## config.mk

```make
export PLATFORM = sky130hd
export DESIGN_NAME = md_issue_sequencer_flat
export DESIGN_NICKNAME = d
export VERILOG_FILES = /design/src/rtl/md_pkg.sv /design/src/rtl/md_issue_sequencer_if.sv /design/src/rtl/md_timeout_counter.sv /design/src/rtl/md_issue_sequencer.sv /design/src/flat_wrapper.sv
export SDC_FILE = /design/constraint.sdc
export NUM_CORES = 1
export LEC_CHECK = 0
export CORE_MARGIN = 5
export CORE_UTILIZATION = 42
export DETAILED_ROUTE_END_ITERATION = 6
export PLACE_DENSITY = 0.86
export SLEW_MARGIN = 20
export SYNTH_ARGS = -nofsm -noshare
export SYNTH_HDL_FRONTEND = slang
export SYNTH_SLANG_ARGS = --single-unit
```

## constraint.sdc

```tcl
create_clock -name clock -period 3.8 [get_ports clock]
set_input_delay 0.57 -clock clock [delete_from_list [all_inputs] [get_ports clock]]
set_output_delay 0.57 -clock clock [all_outputs]
set_load 0.05 [all_outputs]
```

## src/rtl/md_pkg.sv

```systemverilog
// md_pkg: shared definitions for the mult/div issue sequencer.
//   - md_state_e           : sequencer state encoding
//   - *_DEF localparams    : default timeout, status register index, exception codes
package md_pkg;

    typedef enum logic [1:0] {
        StIdle  = 2'd0,
        StStart = 2'd1,
        StWait  = 2'd2,
        StWb    = 2'd3
    } md_state_e;

    localparam int unsigned TIMEOUT_CYCLES_DEF = 64;
    localparam int unsigned RSTATUS_REG_DEF    = 30;
    localparam int unsigned MULT_EXC_CODE_DEF  = 4;
    localparam int unsigned DIV_EXC_CODE_DEF   = 5;

endpackage

```

## src/rtl/md_issue_sequencer_if.sv

```systemverilog
// md_issue_sequencer_if: bundles the core-side decode inputs, the mult/div unit
// handshake and the regfile write-back path of the issue sequencer.
//   master : sequencer side (drives stall, md_operandA/B, md_ctrl_*, wb_*, busy)
//   slave  : core / mult-div unit side (drives op_*, md_result, md_exception, md_resultRDY)
interface md_issue_sequencer_if;

    logic        op_valid;
    logic        op_is_div;
    logic [4:0]  op_rd;
    logic [31:0] op_a;
    logic [31:0] op_b;
    logic        stall;
    logic [31:0] md_operandA;
    logic [31:0] md_operandB;
    logic        md_ctrl_mult;
    logic        md_ctrl_div;
    logic [31:0] md_result;
    logic        md_exception;
    logic        md_resultRDY;
    logic        wb_en;
    logic [4:0]  wb_reg;
    logic [31:0] wb_data;
    logic        busy;

    modport master (
        input  op_valid, op_is_div, op_rd, op_a, op_b,
        input  md_result, md_exception, md_resultRDY,
        output stall, md_operandA, md_operandB, md_ctrl_mult, md_ctrl_div,
        output wb_en, wb_reg, wb_data, busy
    );

    modport slave (
        output op_valid, op_is_div, op_rd, op_a, op_b,
        output md_result, md_exception, md_resultRDY,
        input  stall, md_operandA, md_operandB, md_ctrl_mult, md_ctrl_div,
        input  wb_en, wb_reg, wb_data, busy
    );

endinterface

```

## src/rtl/md_timeout_counter.sv

```systemverilog
// md_timeout_counter: saturating up-counter with synchronous clear and enable.
//   clock, reset : clock and synchronous active-high reset
//   clr          : zero the count (wins over en)
//   en           : increment, holding at all-ones
//   count        : current value, width clog2(MaxCount+1)
module md_timeout_counter #(
    parameter int unsigned MaxCount = 64,
    localparam int unsigned Width   = $clog2(MaxCount + 1)
) (
    input  logic             clock,
    input  logic             reset,
    input  logic             clr,
    input  logic             en,
    output logic [Width-1:0] count
);

    always_ff @(posedge clock) begin
        if (reset || clr) begin
            count <= '0;
        end else if (en && (count != '1)) begin
            count <= count + 1'b1;
        end
    end

endmodule

```

## src/rtl/md_issue_sequencer.sv

```systemverilog
// md_issue_sequencer: stalls the core on a mul/div, latches operands, pulses the
// unit's start control, waits for the result and issues one write-back cycle.
// Exceptions are written to RSTATUS_REG instead of rd.
//   clock, reset : clock and synchronous active-high reset
//   bus          : md_issue_sequencer_if.master (decode, unit handshake, write-back)
// Build option: MD_TIMEOUT_EN adds a WAIT watchdog that aborts after TIMEOUT_CYCLES.
module md_issue_sequencer
    import md_pkg::*;
#(
    parameter int unsigned TIMEOUT_CYCLES = TIMEOUT_CYCLES_DEF,
    parameter int unsigned RSTATUS_REG    = RSTATUS_REG_DEF,
    parameter int unsigned MULT_EXC_CODE  = MULT_EXC_CODE_DEF,
    parameter int unsigned DIV_EXC_CODE   = DIV_EXC_CODE_DEF
) (
    input logic                 clock,
    input logic                 reset,
    md_issue_sequencer_if.master bus
);

    md_state_e   state_q;
    logic        is_div_q;
    logic [4:0]  rd_q;
    logic [31:0] operand_a_q;
    logic [31:0] operand_b_q;
    logic        ctrl_mult_q;
    logic        ctrl_div_q;
    logic        wb_en_q;
    logic [4:0]  wb_reg_q;
    logic [31:0] wb_data_q;
    logic        timeout_hit;
    logic [31:0] exc_code;

    assign exc_code = is_div_q ? 32'(DIV_EXC_CODE) : 32'(MULT_EXC_CODE);

`ifdef MD_TIMEOUT_EN
    localparam int unsigned CntW = $clog2(TIMEOUT_CYCLES + 1);
    logic [CntW-1:0] wait_cnt;

    md_timeout_counter #(
        .MaxCount (TIMEOUT_CYCLES)
    ) u_timeout_counter (
        .clock (clock),
        .reset (reset),
        .clr   (state_q == StStart),
        .en    (state_q == StWait),
        .count (wait_cnt)
    );

    // Counter reaches TIMEOUT_CYCLES on this edge, i.e. this is the last WAIT cycle.
    assign timeout_hit = (wait_cnt == CntW'(TIMEOUT_CYCLES - 1));
`else
    logic unused_timeout;
    assign unused_timeout = ^TIMEOUT_CYCLES;
    assign timeout_hit    = 1'b0;
`endif

    always_ff @(posedge clock) begin
        if (reset) begin
            state_q     <= StIdle;
            is_div_q    <= 1'b0;
            rd_q        <= '0;
            operand_a_q <= '0;
            operand_b_q <= '0;
            ctrl_mult_q <= 1'b0;
            ctrl_div_q  <= 1'b0;
            wb_en_q     <= 1'b0;
            wb_reg_q    <= '0;
            wb_data_q   <= '0;
        end else begin
            ctrl_mult_q <= 1'b0;
            ctrl_div_q  <= 1'b0;
            wb_en_q     <= 1'b0;
            unique case (state_q)
                StIdle: begin
                    if (bus.op_valid) begin
                        operand_a_q <= bus.op_a;
                        operand_b_q <= bus.op_b;
                        rd_q        <= bus.op_rd;
                        is_div_q    <= bus.op_is_div;
                        // Pulse is registered so it is high for the START cycle only.
                        ctrl_mult_q <= ~bus.op_is_div;
                        ctrl_div_q  <= bus.op_is_div;
                        state_q     <= StStart;
                    end
                end
                StStart: state_q <= StWait;
                StWait: begin
                    if (bus.md_resultRDY) begin
                        state_q <= StWb;
                        if (bus.md_exception) begin
                            wb_en_q   <= 1'b1;
                            wb_reg_q  <= 5'(RSTATUS_REG);
                            wb_data_q <= exc_code;
                        end else begin
                            wb_en_q   <= (rd_q != 5'd0);
                            wb_reg_q  <= rd_q;
                            wb_data_q <= bus.md_result;
                        end
                    end else if (timeout_hit) begin
                        state_q   <= StWb;
                        wb_en_q   <= 1'b1;
                        wb_reg_q  <= 5'(RSTATUS_REG);
                        wb_data_q <= exc_code;
                    end
                end
                StWb: state_q <= StIdle;
                default: state_q <= StIdle;
            endcase
        end
    end

    // In IDLE the stall follows decode directly so the PC never passes a mul/div.
    assign bus.stall        = (state_q == StIdle) ? bus.op_valid : (state_q != StWb);
    assign bus.busy         = (state_q != StIdle);
    assign bus.md_operandA  = operand_a_q;
    assign bus.md_operandB  = operand_b_q;
    assign bus.md_ctrl_mult = ctrl_mult_q;
    assign bus.md_ctrl_div  = ctrl_div_q;
    assign bus.wb_en        = wb_en_q;
    assign bus.wb_reg       = wb_reg_q;
    assign bus.wb_data      = wb_data_q;

endmodule
```

## src/flat_wrapper.sv

```systemverilog
// flat-port wrapper written by rule: the top's interface ports become plain ports
module md_issue_sequencer_flat import md_pkg::*;
#(
    parameter int unsigned TIMEOUT_CYCLES = TIMEOUT_CYCLES_DEF,
    parameter int unsigned RSTATUS_REG    = RSTATUS_REG_DEF,
    parameter int unsigned MULT_EXC_CODE  = MULT_EXC_CODE_DEF,
    parameter int unsigned DIV_EXC_CODE   = DIV_EXC_CODE_DEF
)
  (clock, reset, bus_op_valid, bus_op_is_div, bus_op_rd, bus_op_a, bus_op_b, bus_md_result, bus_md_exception, bus_md_resultRDY, bus_stall, bus_md_operandA, bus_md_operandB, bus_md_ctrl_mult, bus_md_ctrl_div, bus_wb_en, bus_wb_reg, bus_wb_data, bus_busy);
  md_issue_sequencer_if bus_i ();
  input logic clock;
  input logic reset;
  input wire logic [$bits(bus_i.op_valid)-1:0] bus_op_valid;
  input wire logic [$bits(bus_i.op_is_div)-1:0] bus_op_is_div;
  input wire logic [$bits(bus_i.op_rd)-1:0] bus_op_rd;
  input wire logic [$bits(bus_i.op_a)-1:0] bus_op_a;
  input wire logic [$bits(bus_i.op_b)-1:0] bus_op_b;
  input wire logic [$bits(bus_i.md_result)-1:0] bus_md_result;
  input wire logic [$bits(bus_i.md_exception)-1:0] bus_md_exception;
  input wire logic [$bits(bus_i.md_resultRDY)-1:0] bus_md_resultRDY;
  output wire logic [$bits(bus_i.stall)-1:0] bus_stall;
  output wire logic [$bits(bus_i.md_operandA)-1:0] bus_md_operandA;
  output wire logic [$bits(bus_i.md_operandB)-1:0] bus_md_operandB;
  output wire logic [$bits(bus_i.md_ctrl_mult)-1:0] bus_md_ctrl_mult;
  output wire logic [$bits(bus_i.md_ctrl_div)-1:0] bus_md_ctrl_div;
  output wire logic [$bits(bus_i.wb_en)-1:0] bus_wb_en;
  output wire logic [$bits(bus_i.wb_reg)-1:0] bus_wb_reg;
  output wire logic [$bits(bus_i.wb_data)-1:0] bus_wb_data;
  output wire logic [$bits(bus_i.busy)-1:0] bus_busy;
  assign bus_i.op_valid = bus_op_valid;
  assign bus_i.op_is_div = bus_op_is_div;
  assign bus_i.op_rd = bus_op_rd;
  assign bus_i.op_a = bus_op_a;
  assign bus_i.op_b = bus_op_b;
  assign bus_i.md_result = bus_md_result;
  assign bus_i.md_exception = bus_md_exception;
  assign bus_i.md_resultRDY = bus_md_resultRDY;
  assign bus_stall = bus_i.stall;
  assign bus_md_operandA = bus_i.md_operandA;
  assign bus_md_operandB = bus_i.md_operandB;
  assign bus_md_ctrl_mult = bus_i.md_ctrl_mult;
  assign bus_md_ctrl_div = bus_i.md_ctrl_div;
  assign bus_wb_en = bus_i.wb_en;
  assign bus_wb_reg = bus_i.wb_reg;
  assign bus_wb_data = bus_i.wb_data;
  assign bus_busy = bus_i.busy;
  md_issue_sequencer #(.TIMEOUT_CYCLES(TIMEOUT_CYCLES), .RSTATUS_REG(RSTATUS_REG), .MULT_EXC_CODE(MULT_EXC_CODE), .DIV_EXC_CODE(DIV_EXC_CODE)) u_core (.clock(clock), .reset(reset), .bus(bus_i));
endmodule
```

==> flow_summary.ini, run 1 <==
[outcome]
status = finished, final reports clean

[worst_setup_path]
cp_data_required_time_ns = 3.23
timing.reg2reg.setup_slack_ns = 1.79
arrival_ns = 2.08
worst_r2r_startpoint = u_core.state_q[0]
path_cells = inv_1 > ha_1 > o21ai_0 > clkdlybuf4s50_1
cpPeakStageDelay_ns = 0.83
worst-path-max-fanout = 6
worstSetupStartpointType = register
ff2ff_path_depth = 6
slowest_stage = clkdlybuf4s50_1
reg2reg_to = u_core.bus.md_operandB[5]
cp-end-kind = primary output
crit_type = register to primary output

[clock_network]
clk_latency_ns = 0.36
cts_buffer_depth = 2
cts_tree = yes
post_cts_buffers = 0
cts_resized = 0
cts_sinks = 112
htree_levels = 3
hold_buffers = 0
cts_buffers = 9
clk_pin_slew_ns = 0.11
root_buffer = clkbuf_8

[finish]
layout.nets = 733
n_antenna_cell = 0
layout_commonest_cell = clkdlybuf4s50_1
layout_common_cells = clkdlybuf4s50_1, nand2_1, dfxtp_1
areaGrowthSynthToFinish_pct = 58.0
drive_above_1_share_pct = 4.30

[route]
dr.first_iter.drc_count = 166
drc = 0
wl_mm = 11.7
vias = 3670
viasPerCell = 4.97
wl_per_cell_um = 15.8
drt-pass1-iter-count = 6
ant_nets = 0

[die]
core_area_mm2 = 0.00915
die_y_um = 106
io_pins = 213
rows = 35
start_util_pct = 42.6
die-area_mm2 = 0.0113
die_x_um = 106

[sta]
fmaxAchievable_ghz = 0.378
fin_crit_sh_pct = 69.6
relSlewSlack_pct = 52.8
hold_violations = 0
whs_ns = 0.461
fin_crit_ns = 2.65
slew_viol_final = 0
setup_viol = 0
skew_ns = 0.0219
worst_pin_slew_ns = 0.707
finalSetupTns_ns = 0
rsz0062_at_grt = no
setup_slack_ns = 1.15

[placement]
gp_congestion = 0.739
dpl_worst_slack_ns = 1.18
port_buffers = 212
dp_hpwl_mm = 8.79

[global_routing]
grt_pass1_wl_mm = 18.2
grt_usage_pct = 19.9
grt_start_max_net_pins = 72
grt_remaining_overflow = 0
antenna_found_initial = 0
grt_pass1_vias = 3780

[logic_synthesis]
yosysWarnings = 0
syn-num-nets = 538
synth-seq-cells = 112
syn_area_mm2 = 0.00389
syn_inst = 428
synth.distinct_cells = 26
ys_seq_area_share_pct = 57.6
synth_area_per_cell_um2 = 9.10

[pwr]
p_per_area_mw_per_mm2 = 603
p_leak_uw = 0.00230
pwr-share-clk_pct = 18.7
sw_frac_of_total_pct = 42.2
intPower_uw = 2150
vdd.ir_drop.worst_uv = 314
p_seq_share_pct = 39.4
combPwrFrac_pct = 41.8
p_sw_uw = 1570

[worst_hold_path]
hold_end = u_core.bus.md_operandB[27]
whs_path_depth = 2
holdCritPathClass = register to register
min_from = u_core.bus.md_operandB[27]

[flow_run]
maxCapViolations = 0
==> worst max-delay path: cells and delay by family (launching register included) <==
kind / cells / cell delay, ns
flops: 1 / 0.37
fa+ha+maj: 1 / 0.27
compound gates: 1 / 0.19
buf+inv: 2 / 0.91
==> cell usage after synthesis <==
library cell,number,share of area [%]
nand2_1,141,14
dfxtp_1,112,58
a21oi_1,72,9.3
a22o_1,31,7.0
buf_2,11,1.4
buf_6,11,3.2
nor3_1,10,1.3
clkbuf_1,7,0.67
nor2_1,7,0.67
inv_1,4,0.39
a211oi_1,3,0.58
ha_1,3,0.96
buf_4,2,0.39
o21ai_0,2,0.26
a41o_1,1,0.26
and2_1,1,0.16
and2_4,1,0.22
and3_1,1,0.16
buf_8,1,0.39
mux2i_1,1,0.26
nand2_2,1,0.16
nand2b_1,1,0.16
nor2_4,1,0.29
nor3_4,1,0.42
nor4_1,1,0.16
or2b_1,1,0.19
==> power by group through the flow <==
stage / clock network (uW) / logic, uW / registers (uW)
detailed placement: 0 / 1560 / 1490
global placement: 0 / 1540 / 1480
CTS: 724 / 1570 / 1460
finish: 696 / 1550 / 1460
global route: 781 / 1640 / 1490
floorplan: 0 / 448 / 2080
==> metal layers <==
metal  routed length (um)  track usage (%)
met2                 5960             35.3
met4                  412             10.6
met3                  817             5.34
met1                 4510             21.6
met5                    0                0
==> cells by family (layout without fill, tap and decap cells) <==
group / Yosys count / in the layout / share of synthesized area (%)
AO/OA/AOI/OAI: 109 / 109 / 17.3
buffers and inverters: 36 / 236 / 6.42
multiplexers: 1 / 1 / 0.257
AND/OR/NAND/NOR: 167 / 167 / 17.5
flip-flops: 112 / 112 / 57.6
adder cells (fa/ha/maj): 3 / 3 / 0.964
==> cell type report <==
cell class	count	area, um^2
Clock buffer	9	124
Clock inverter	7	78.8
Fill cell	734	3000
Inverter	4	15.0
Multi-Input combinational cell	280	1410
Sequential cell	112	2240
Tap cell	111	139
Timing Repair Buffer	216	2150
==> stage by stage <==
stage	instance area, um^2	utilization (%)	total power, uW	instances
after CTS	6140	67.1	3760	738
after global routing	6160	67.3	3910	739
after global placement	5940	64.9	3010	722
after floorplan	3890	-	2530	428
final	6160	67.3	3710	739
after detailed placement	5940	64.9	3050	722
==> how the worst max path moves through the flow <==
| stage | from | end | slack, ns |
|---|---|---|---|
| detailed placement | bus_op_valid | bus_stall | 1.18 |
| global route | u_core.state_q[0] | bus_stall | 1.05 |
| CTS | u_core.state_q[0] | bus_stall | 1.13 |
| finish | u_core.state_q[0] | bus_stall | 1.15 |
| global placement | bus_op_valid | bus_stall | 1.19 |
| floorplan | u_core.state_q[0] | bus_stall | 1.49 |
(Power assumes the default switching activity.)
==> inputs of run 2 (changes only) <==
- CORE_UTILIZATION: 42 -> 39
- PLACE_DENSITY: 0.86 -> 0.81
- clock period: 3.8 -> 2.5 ns (I/O delays scaled with it)
==> flow_summary.ini, run 2 (same netlist as run 1, synthesis figures left out) <==
[outcome]
status = finished, final reports clean

[worst_setup_path]
cpMostUsedCell = inv_1
reg2reg_to = u_core.bus.md_operandB[22]
crit_type = register to primary output
worst_r2r_startpoint = u_core.state_q[0]
timing.reg2reg.setup_slack_ns = 0.73
crit_buf_inv = 3
arrival_ns = 1.93
cp_data_required_time_ns = 2.12
worst-path-max-fanout = 6
worstSetupStartpointType = register
ff2ff_path_depth = 6
cpLargestDelayFamily = buffers and inverters
cp-end-kind = primary output
slowest_stage = clkdlybuf4s50_1
path_cells = inv_1 > ha_1 > inv_1 > clkdlybuf4s50_1
cpPeakStageDelay_ns = 0.80

[worst_hold_path]
hold_end = u_core.bus.md_operandB[28]
min_from = reset
whs_path_depth = 2
holdCritPathClass = input port to register

[die]
start_util_pct = 39.8
die-area_mm2 = 0.0121
rows = 36
die_x_um = 110
die_y_um = 110
core_area_mm2 = 0.00977
io_pins = 213

[pwr]
p_per_area_mw_per_mm2 = 933
intPower_uw = 3470
p_sw_uw = 2350
combPwrFrac_pct = 41.2
p_seq_share_pct = 38.2
pwr-share-clk_pct = 20.6
vdd.ir_drop.worst_uv = 415
sw_frac_of_total_pct = 40.4
p_leak_uw = 0.00233

[placement]
dpl_cell_area_mm2 = 0.00601
port_buffers = 212
placed_cells = 747
dpl_worst_slack_ns = 0.509
dp_hpwl_mm = 8.67
gp_congestion = 0.749

[route]
dr.first_iter.drc_count = 148
vias = 3656
drt-pass1-iter-count = 4
viasPerCell = 4.79
drc = 0
wl_mm = 11.7
wl_per_cell_um = 15.4
ant_nets = 0

[finish]
layout_common_cells = clkdlybuf4s50_1, nand2_1, dfxtp_1
n_antenna_cell = 0
areaGrowthSynthToFinish_pct = 60.2
final_util_pct = 63.9
drive_above_1_share_pct = 4.76
final_cells = 763
final_area_mm2 = 0.00624
layout.nets = 735
layout_commonest_cell = clkdlybuf4s50_1

[global_routing]
grt_pass1_wl_mm = 17.4
grt_remaining_overflow = 0
antenna_found_initial = 0
grt_pass1_vias = 3556
grt_usage_pct = 18.5
grt_start_max_net_pins = 72

[sta]
fin_crit_sh_pct = 92.4
rsz0062_at_grt = no
setup_viol = 0
relSlewSlack_pct = 51.6
worst_pin_slew_ns = 0.726
fin_crit_ns = 2.31
setup_slack_ns = 0.191
skew_ns = 0.00559
hold_violations = 0
fmaxAchievable_ghz = 0.433
finalSetupTns_ns = 0
slew_viol_final = 0

[flow_run]
maxCapViolations = 0

[clock_network]
hold_buffers = 0
cts_sinks = 112
clk_pin_slew_ns = 0.11
cts_tree = yes
cts_buffers = 9
post_cts_buffers = 0
cts_resized = 0
cts_buffer_depth = 2
root_buffer = clkbuf_8
clk_latency_ns = 0.36
htree_levels = 3
run 2: cell types whose count changed in the layout (fill, tap and decap cells not counted), sizes merged:
cell / change
buf: +3
bufinv: +2
inv: -2
clkdlybuf4s50: -1
clkinv: -1
clkinvlp: +1
run 2: worst max path at each step:
stage,slack (ns),depth (start not counted),endpoint,startpoint
final,0.19,4,bus_busy,u_core.state_q[0]
after floorplan,0.38,3,bus_stall,u_core.state_q[0]
after global routing,0.08,4,bus_busy,u_core.state_q[0]
after CTS,0.16,4,bus_busy,u_core.state_q[0]
after global placement,0.57,5,u_core.bus.md_operandA[24],bus_op_valid
after detailed placement,0.51,5,u_core.bus.md_operandB[15],bus_op_valid
run 2: metal layers:
layer | global-route usage, % | up-vias | routed length [um] | share of wire [%]
met3 | 5.99 | 19 | 1090 | 9.3
li1 | - | 1821 | - | -
met4 | 8.19 | 0 | 282 | 2.4
met5 | 0 | - | 0 | 0
met1 | 21.1 | 1682 | 4620 | 39
met2 | 31.4 | 134 | 5740 | 49
run 2: cell type report:
cell class                      count  area (um^2)
Timing Repair Buffer              218         2180
Fill cell                         860         3530
Clock buffer                        9          124
Clock inverter                      7          103
Multi-Input combinational cell    280         1410
Inverter                            4         15.0
Sequential cell                   112         2240
Tap cell                          133          166
run 2: through the flow:
stage	total power (uW)	hold slack, ns
3_5_place_dp	4680	0.446
4_1_cts	5890	0.393
5_1_grt	6120	0.398
2_1_floorplan	3840	0.436
6_report	5820	0.407
3_3_place_gp	4620	0.441
run 2: worst reg2reg max path, stage by stage, from the launching register on:
cell     delay, ns
dfxtp_1       0.38
inv_1         0.07
ha_1          0.26
nand2_2       0.08
buf_4         0.56
nand2_1       0.18
a21oi_1       0.18
run 2: power groups by stage:
stage	sequential [uW]	clock [uW]	combinational (uW)
floorplan	3160	0	680
global placement	2250	0	2380
detailed placement	2270	0	2420
CTS	2230	1240	2420
global route	2260	1320	2530
finish	2220	1200	2400
==> inputs of run 3 (changes only) <==
- ABC_AREA: unset -> 1
- PLACE_DENSITY: 0.81 -> 0.8
==> flow_summary.ini, run 3 <==
[worst_hold_path]
min_from = u_core.bus.wb_data[25]
holdCritPathClass = register to register

[clock_network]
clk_latency_ns = 0.36
cts_tree = yes
clk_pin_slew_ns = 0.10
post_cts_buffers = 0
root_buffer = clkbuf_8
cts_buffers = 9
cts_sinks = 112
cts_buffer_depth = 2
cts_resized = 0
htree_levels = 3
hold_buffers = 0

[sta]
finalSetupTns_ns = 0
skew_ns = 0.0146
fin_crit_sh_pct = 93.1
whs_ns = 0.477
setup_viol = 0
slew_viol_final = 0
rsz0062_at_grt = no
fin_crit_ns = 2.33
hold_violations = 0
relSlewSlack_pct = 36.5
fmaxAchievable_ghz = 0.430
worst_pin_slew_ns = 0.951

[logic_synthesis]
yosysMostFrequentCell = nor2_1
synth_area_per_cell_um2 = 7.96
synth.distinct_cells = 20
synth-seq-cells = 112
syn-num-nets = 617
synth_area_leaders = dfxtp_1, nor2_1, o21ai_0
syn_area_mm2 = 0.00404
synth_enable_flop_cells = 0
syn_inst = 507
yosys_most_used_dff = dfxtp_1
yosysWarnings = 0
ys_seq_area_share_pct = 55.5
async_reset_ff_share_pct = 0
yosysTopAreaCellShare_pct = 55.5
synth_top_cell_by_area = dfxtp_1
synth_commonest_cells = nor2_1, dfxtp_1, o21ai_0, nand3_1, nand2_1

[placement]
dp_hpwl_mm = 9.33
dpl_cell_area_mm2 = 0.00621
gp_congestion = 0.784
port_buffers = 212

[worst_setup_path]
slowest_stage = clkdlybuf4s50_1
arrival_ns = 1.95
path_cells = inv_1 > ha_1 > inv_1 > clkdlybuf4s50_1
cpMostUsedCell = inv_1
crit_type = register to primary output
cp-end-kind = primary output
cpLargestDelayFamily = buffers and inverters
cp-startpoint = u_core.state_q[1]
crit_buf_inv = 3
cpPeakStageDelay_ns = 0.80
worst_r2r_startpoint = u_core.state_q[1]
cp_data_required_time_ns = 2.12
worstSetupStartpointType = register
worst-path-max-fanout = 5

[finish]
drive_above_1_share_pct = 4.11
final_util_pct = 62.4
final_area_mm2 = 0.00639
n_antenna_cell = 0
multi_input_area_mm2 = 0.00154
areaGrowthSynthToFinish_pct = 58.2
layout_commonest_cell = clkdlybuf4s50_1
layout.nets = 811
n_fill_cell = 884
regArea_mm2 = 0.00224
layout_common_cells = clkdlybuf4s50_1, nor2_1, dfxtp_1

[route]
viasPerCell = 4.84
ant_nets = 0
wl_per_cell_um = 14.8
drc = 0
drt-pass1-iter-count = 4
vias = 4069
wl_mm = 12.4
dr.first_iter.drc_count = 307

[global_routing]
antenna_found_initial = 0
grt_usage_pct = 19.5
grt_remaining_overflow = 0
grt_pass1_vias = 4161
grt_start_max_net_pins = 53
grt_pass1_wl_mm = 20.1

[pwr]
p_leak_uw = 0.00261
p_total_uw = 6630
vdd.ir_drop.worst_uv = 558
p_per_area_mw_per_mm2 = 1040

[outcome]
status = finished, final reports clean

[die]
rows = 37
die_x_um = 112
start_util_pct = 39.5
die_y_um = 112
core_area_mm2 = 0.0102
io_pins = 213
die-area_mm2 = 0.0125

[flow_run]
maxCapViolations = 0
## run 3: cell count changes after synthesis, moves of 6 or more
cell / previous run / this run
o21ai_0: 2 / 75
nor2_1: 7 / 149
a21oi_1: 72 / 3
nand2_1: 141 / 40
inv_1: 4 / 12
nor3_1: 10 / 4
nand3_1: 0 / 65
clkbuf_1: 7 / 18
a22o_1: 31 / 0
## run 3: final timing paths
kind,to,slack [ns],depth (start not counted)
setup reg to reg,u_core.bus.md_operandA[13],0.76,6
setup / recovery,bus_busy,0.17,4
hold / removal,u_core.bus.wb_data[25],0.48,2
hold reg to reg,u_core.bus.wb_data[25],0.48,2
## run 3: worst reg2reg max path: stages (launching register included)
cell     delay (ns)
dfxtp_1        0.40
inv_1          0.06
ha_1           0.25
nand2_4        0.22
buf_4          0.43
o21ai_0        0.21
nor2_1         0.12
## run 3: metal layers
layer / track usage [%] / vias up / routed length, um
met5: 0 / - / 0
met4: 8.68 / 0 / 425
met3: 7.17 / 32 / 1220
met2: 33.5 / 181 / 6040
met1: 21.5 / 1838 / 4740
li1: - / 2018 / -
## run 3: kinds of logic after synthesis
family                   after synthesis  synth area share [%]
AND/OR/NAND/NOR                      262                  27.0
flip-flops                           112                  55.5
AO/OA/AOI/OAI                         81                  10.1
buffers and inverters                 49                  6.41
adder cells (fa/ha/maj)                3                 0.930
## run 3: power by group
group	switching [uW]	internal, uW	leakage [uW]
clock network	613	394	0.0000825
logic	2150	1080	0.00161
registers	211	2180	0.000919
## run 3: through the flow
stage	setup slack, ns	instances
floorplan	0.371	507
CTS	0.146	841
global route	0.0721	841
finish	0.174	841
detailed placement	0.451	826
global placement	0.486	826
## run 3: cell type report
type	instances	share of cell area, %
sequential	112	35.1
clock buffer	10	2.16
clock inverter	5	0.666
multi-input combinational	346	24.1
tap	136	2.66
inverter	14	0.862
timing repair buffer	218	34.5
==> RTL edit 1, RTL diff (config.mk and constraints of run 3) <==
Encoding of `md_state_e`: now one-hot (4 bits for 4 states).
--- a/src/rtl/md_pkg.sv
+++ b/src/rtl/md_pkg.sv
@@ -3,11 +3,11 @@
 //   - *_DEF localparams    : default timeout, status register index, exception codes
 package md_pkg;
 
-    typedef enum logic [1:0] {
-        StIdle  = 2'd0,
-        StStart = 2'd1,
-        StWait  = 2'd2,
-        StWb    = 2'd3
+    typedef enum logic [3:0] {
+        StIdle  = 4'b0001,
+        StStart = 4'b0010,
+        StWait  = 4'b0100,
+        StWb    = 4'b1000
     } md_state_e;
 
     localparam int unsigned TIMEOUT_CYCLES_DEF = 64;
Function: same outputs for any inputs over 4 cycles, from zero or initial values and one cycle with reset high; so few cycles prove little.
==> RTL edit 1 against run 3 <==
  * Global-route usage fell by 2.3 points
  * Sequential cell count rose by 2
  * Wire length rose by 2.3%
  * Design area rose by 20%
  * Critical path type unchanged
  * Utilization rose by 1.4 points
  * Setup slack improved by 0.15 ns
  * Worst hold slack got worse by 0.010 ns
  * Synthesized area rose by 17%
  * Die area rose by 16%
Power is not compared: it rests on default switching activity, and its combinational part moved more than twofold at a synthesized area within 25%.
==> RTL edit 1: results (changes against run 3) <==
| Metric | Value |
|---|---|
| Share of post-route cells with drive strength above 1 | 5.508% (+1.4 points) |
| Min-delay src | u_core.bus.wb_data[4] |
| Crit-path max cell delay | 0.83 ns (+0.03 ns) |
| CP Max Fanout | 4 (-1) |
| Layout Skew | 0.009848 ns (-0.004711 ns) |
| Synth area leaders | dfxtp_1 48%, nand2_1 18%, nor2_1 15% |
| Nets | 1038 (+28%) |
| Post-cts sizing count | 0 (unchanged) |
| First-pass GRT wire length | 20190 um (+0.65%) |
| GRT Util Overall | 17.25% (-2.3 points) |
| DP Wirelength | 9181 um (-1.6%) |
| Top cells by count, synth | 227 x nand2_1, 187 x nor2_1, 114 x dfxtp_1, 113 x inv_1, 35 x nand3_1 |
| CTS buffer count | 17 (+8) |
| Dpl cells | 1059 (+28%) |
| Worst Hold Depth | 2 (unchanged) |
| Netlist cell types | 19 (-5.0%) |
| Worst path arrival time | 1.80 ns (-0.15 ns) |
| Reg-to-reg endpoint | u_core.bus.md_operandA[8] |
| CTS H-tree depth | 4 (+1) |
| Number of global-route vias before repair | 4151 (-0.24%) |
| Flop2flop setup slack | 0.87 ns (+0.11 ns) |
| Worst Hold Path EP | u_core.bus.wb_data[4] |
| Synthesized area per cell | 6.516 um^2 (-18%) |
| R2R Path Start | u_core.state_q[0] |
| Reg clk slew, reported paths | 0.06 ns (-0.04 ns) |
| Clock root cell | clkbuf_16 |
| Sequential share of the synthesized area | 48.24% (-7.3 points) |
| Status | finished clean |
| DRT iter0 DRCs | 290 (-5.5%) |
| DR vias/cell | 4.263 (-12%) |
| Final period util | 86.90% (-6.1 points) |
| Placed inst area | 6975 um^2 (+12%) |
| WL/cell | 11.66 um (-21%) |
| Worst slack, placed | 0.5039 ns (+0.05292 ns) |
| RePlAce Congestion | 0.7742 (-1.3%) |
| Slew at the pin closest to its max-slew limit | 0.7120 ns (-0.2392 ns) |
| Pin count of the biggest net entering global routing | 45 (-15%) |
| Clock latency on the worst-skew pair | 0.40 ns (+0.04 ns) |
| Hold slack | 0.4673 ns (-0.01010 ns) |
| Post-Route WL | 12720 um (+2.3%) |
## RTL edit 1: per-layer routing
layer  vias to the layer above  wire length (um)  global-route usage [%]
met4                         0               140                   4.581
li1                       2508                 -                       -
met2                       150              5956                   28.06
met5                         -                 0                       0
met3                        13              1258                   6.975
met1                      1980              5365                   21.17
## RTL edit 1: layout make-up
cell class              count  area (um^2)
repair buffers            223         2252
multi-input cells         460         1824
fillers                  1053         4324
well taps                 147        183.9
flip-flops and latches    114         2282
clock inverters            12        205.2
inverters                 115        432.9
clock buffers              20        456.7
## RTL edit 1: power by group through the flow
stage	clock, mW	sequential (mW)	combinational [mW]
5_1_grt	2.81	2.03	1.41
2_1_floorplan	0	2.46	0.407
3_5_place_dp	0	2.05	1.32
6_report	2.66	2.01	1.31
4_1_cts	2.71	2.01	1.32
3_3_place_gp	0	2.05	1.31
## RTL edit 1: cells by family after synthesis
| kind of cell | after synthesis | synth area share [%] |
|---|---|---|
| buffers and inverters | 152 | 13.36 |
| AND/OR/NAND/NOR | 458 | 38.11 |
| flip-flops | 114 | 48.24 |
| AO/OA/AOI/OAI | 2 | 0.2909 |
## RTL edit 1: worst max-delay path: cells and delay by family (launching register included)
kind,cells,cell delay [ns]
buffers and inverters,1,0.83
flip-flops,1,0.39
AND/OR/NAND/NOR,2,0.18
## RTL edit 1: how the worst max path moves through the flow
stage                                       to  cells after the start               from
global placement    u_core.bus.md_operandA[28]                      5       bus_op_valid
detailed placement  u_core.bus.md_operandA[24]                      5       bus_op_valid
CTS                                   bus_busy                      3  u_core.state_q[2]
global route                          bus_busy                      3  u_core.state_q[2]
finish                                bus_busy                      3  u_core.state_q[2]
floorplan                            bus_stall                      3  u_core.state_q[2]
==> RTL edit 2, RTL diff (settings of run 3) <==
Without the edit above. The option `MD_TIMEOUT_EN` is turned on by a define.
--- a/src/rtl/md_issue_sequencer.sv
+++ b/src/rtl/md_issue_sequencer.sv
@@ -4,6 +4,8 @@
 //   clock, reset : clock and synchronous active-high reset
 //   bus          : md_issue_sequencer_if.master (decode, unit handshake, write-back)
 // Build option: MD_TIMEOUT_EN adds a WAIT watchdog that aborts after TIMEOUT_CYCLES.
+`define MD_TIMEOUT_EN
+
 module md_issue_sequencer
     import md_pkg::*;
 #(
Function: same outputs for any inputs over 4 cycles, from zero or initial values and one cycle with reset high; that may be too few to reach the edited logic, so the function may still have changed.
==> RTL edit 2 against run 3 <==
  * Wire length up 8.0%
  * Fmax is 0.41% lower
  * Sequential cell count grew 7
  * Total power up 34%
  * Design area is 17% higher
  * Clock power grew 120%
  * First-iteration DRC count grew 2.3%
  * Clock skew shrank 0.0067 ns
  * Global-route usage is 1.2 points lower
  * Synthesized area increased by 17%
  * Setup slack worse by 0.0096 ns
==> RTL edit 2: results (changes against run 3) <==
| Metric | Value |
|---|---|
| Status | finished clean |
| R2R Path Start | u_core.state_q[0] |
| Leak | 2.949 nW (+13%) |
| First-pass GRT wire length | 20930 um (+4.3%) |
| Clock latency on the worst-skew pair | 0.40 ns (+0.04 ns) |
| Inverters, non-clock | 27 (+13) |
| CTS H-tree depth | 4 (+1) |
| Synthesized Nets | 751 (+22%) |
| Worst IR Drop VDD | 0.0006722 V (+20%) |
| Fillers | 1067 (+21%) |
| Clk tree area frac | 7.228% (+4.4 points) |
| CP Max Fanout | 4 (-1) |
| Clock root cell | clkbuf_16 |
| GRT Util Overall | 18.26% (-1.2 points) |
| Initial antenna violation count | 0 (unchanged) |
| DR vias/cell | 4.727 (-2.3%) |
| Min-delay src | u_core.bus.wb_reg[4] |
| Yosys reg bits | 119 (+6.3%) |
| Cell family with the largest share of critical-path delay | buffers and inverters |
| Post-synthesis adder-cell area fraction | 1.323% (+0.39 points) |
| Clock buffer cells | 25 (+15) |
| Top cells by count, synth | 178 x nor2_1, 119 x dfxtp_1, 90 x nand2_1, 73 x o21ai_0, 39 x a21oi_1 |
| CTS buffer count | 17 (+8) |
| Yosys synthesis warning count | 0 (unchanged) |
| Pin count of the biggest net entering global routing | 72 (+36%) |
| RePlAce Congestion | 0.8241 (+5.1%) |
| Slew at the pin closest to its max-slew limit | 0.5591 ns (-0.3922 ns) |
| Sequential share of the synthesized area | 50.37% (-5.2 points) |
| Plain + repair buffers | 221 (+1.4%) |
| Fraction of area in multi-input gates | 26.85% (+2.8 points) |
| Comb_multi_in | 447 (+29%) |
| Netlist cell types | 21 (+5.0%) |
| Share of post-route cells with drive strength above 1 | 6.524% (+2.4 points) |
| Met2 usage | 28.31% (-5.2 points) |
| WL/cell | 13.56 um (-8.2%) |
| Final non-clock buffer share | 30.25% (-4.2 points) |
| Synth area leaders | dfxtp_1 50%, nor2_1 14%, o21ai_0 7.7% |
| DP Wirelength | 9439 um (+1.2%) |
| Layout Skew | 0.007834 ns (-0.006725 ns) |
| Reg clk slew, reported paths | 0.05 ns (-0.05 ns) |
| Grt met3 use | 10.84% (+3.7 points) |
| Synth Area in Compound Gates | 13.89% (+3.8 points) |
| DRT iter0 DRCs | 314 (+2.3%) |
| Met1 usage | 20.73% (-0.78 points) |
| Number of global-route vias before repair | 4241 (+1.9%) |
| Nets | 945 (+17%) |
| Register Area | 2382 um^2 (+6.2%) |
-- RTL edit 2: metrics by stage --
stage	instances	setup slack, ns	area [um^2]	hold slack, ns
after floorplan	639	0.3902	4730	0.4437
after global placement	961	0.6059	6938	0.4312
after detailed placement	961	0.5773	6938	0.4414
after CTS	990	0.1272	7478	0.4494
after global routing	990	0.07121	7478	0.4731
final	990	0.1641	7478	0.4444
-- RTL edit 2: report_power, final --
part | internal (mW) | switching, mW
Sequential | 2.38 | 0.236
Combinational | 1.38 | 2.68
Clock | 1.45 | 0.780
-- RTL edit 2: path summary, 6_finish.rpt --
check / to / slack (ns) / cells after the start
worst min register to register: u_core.bus.wb_reg[4] / 0.44 / 2
worst min-delay path: u_core.bus.wb_reg[4] / 0.44 / 2
worst max-delay path: bus_busy / 0.16 / 4
worst max register to register: u_core.bus.md_operandA[27] / 0.82 / 7
-- RTL edit 2: metal layers --
layer / share of wire (%) / wire length, um
met5: 0 / 0
met2: 45 / 6080
met1: 40 / 5414
met3: 13 / 1751
met4: 1.4 / 183
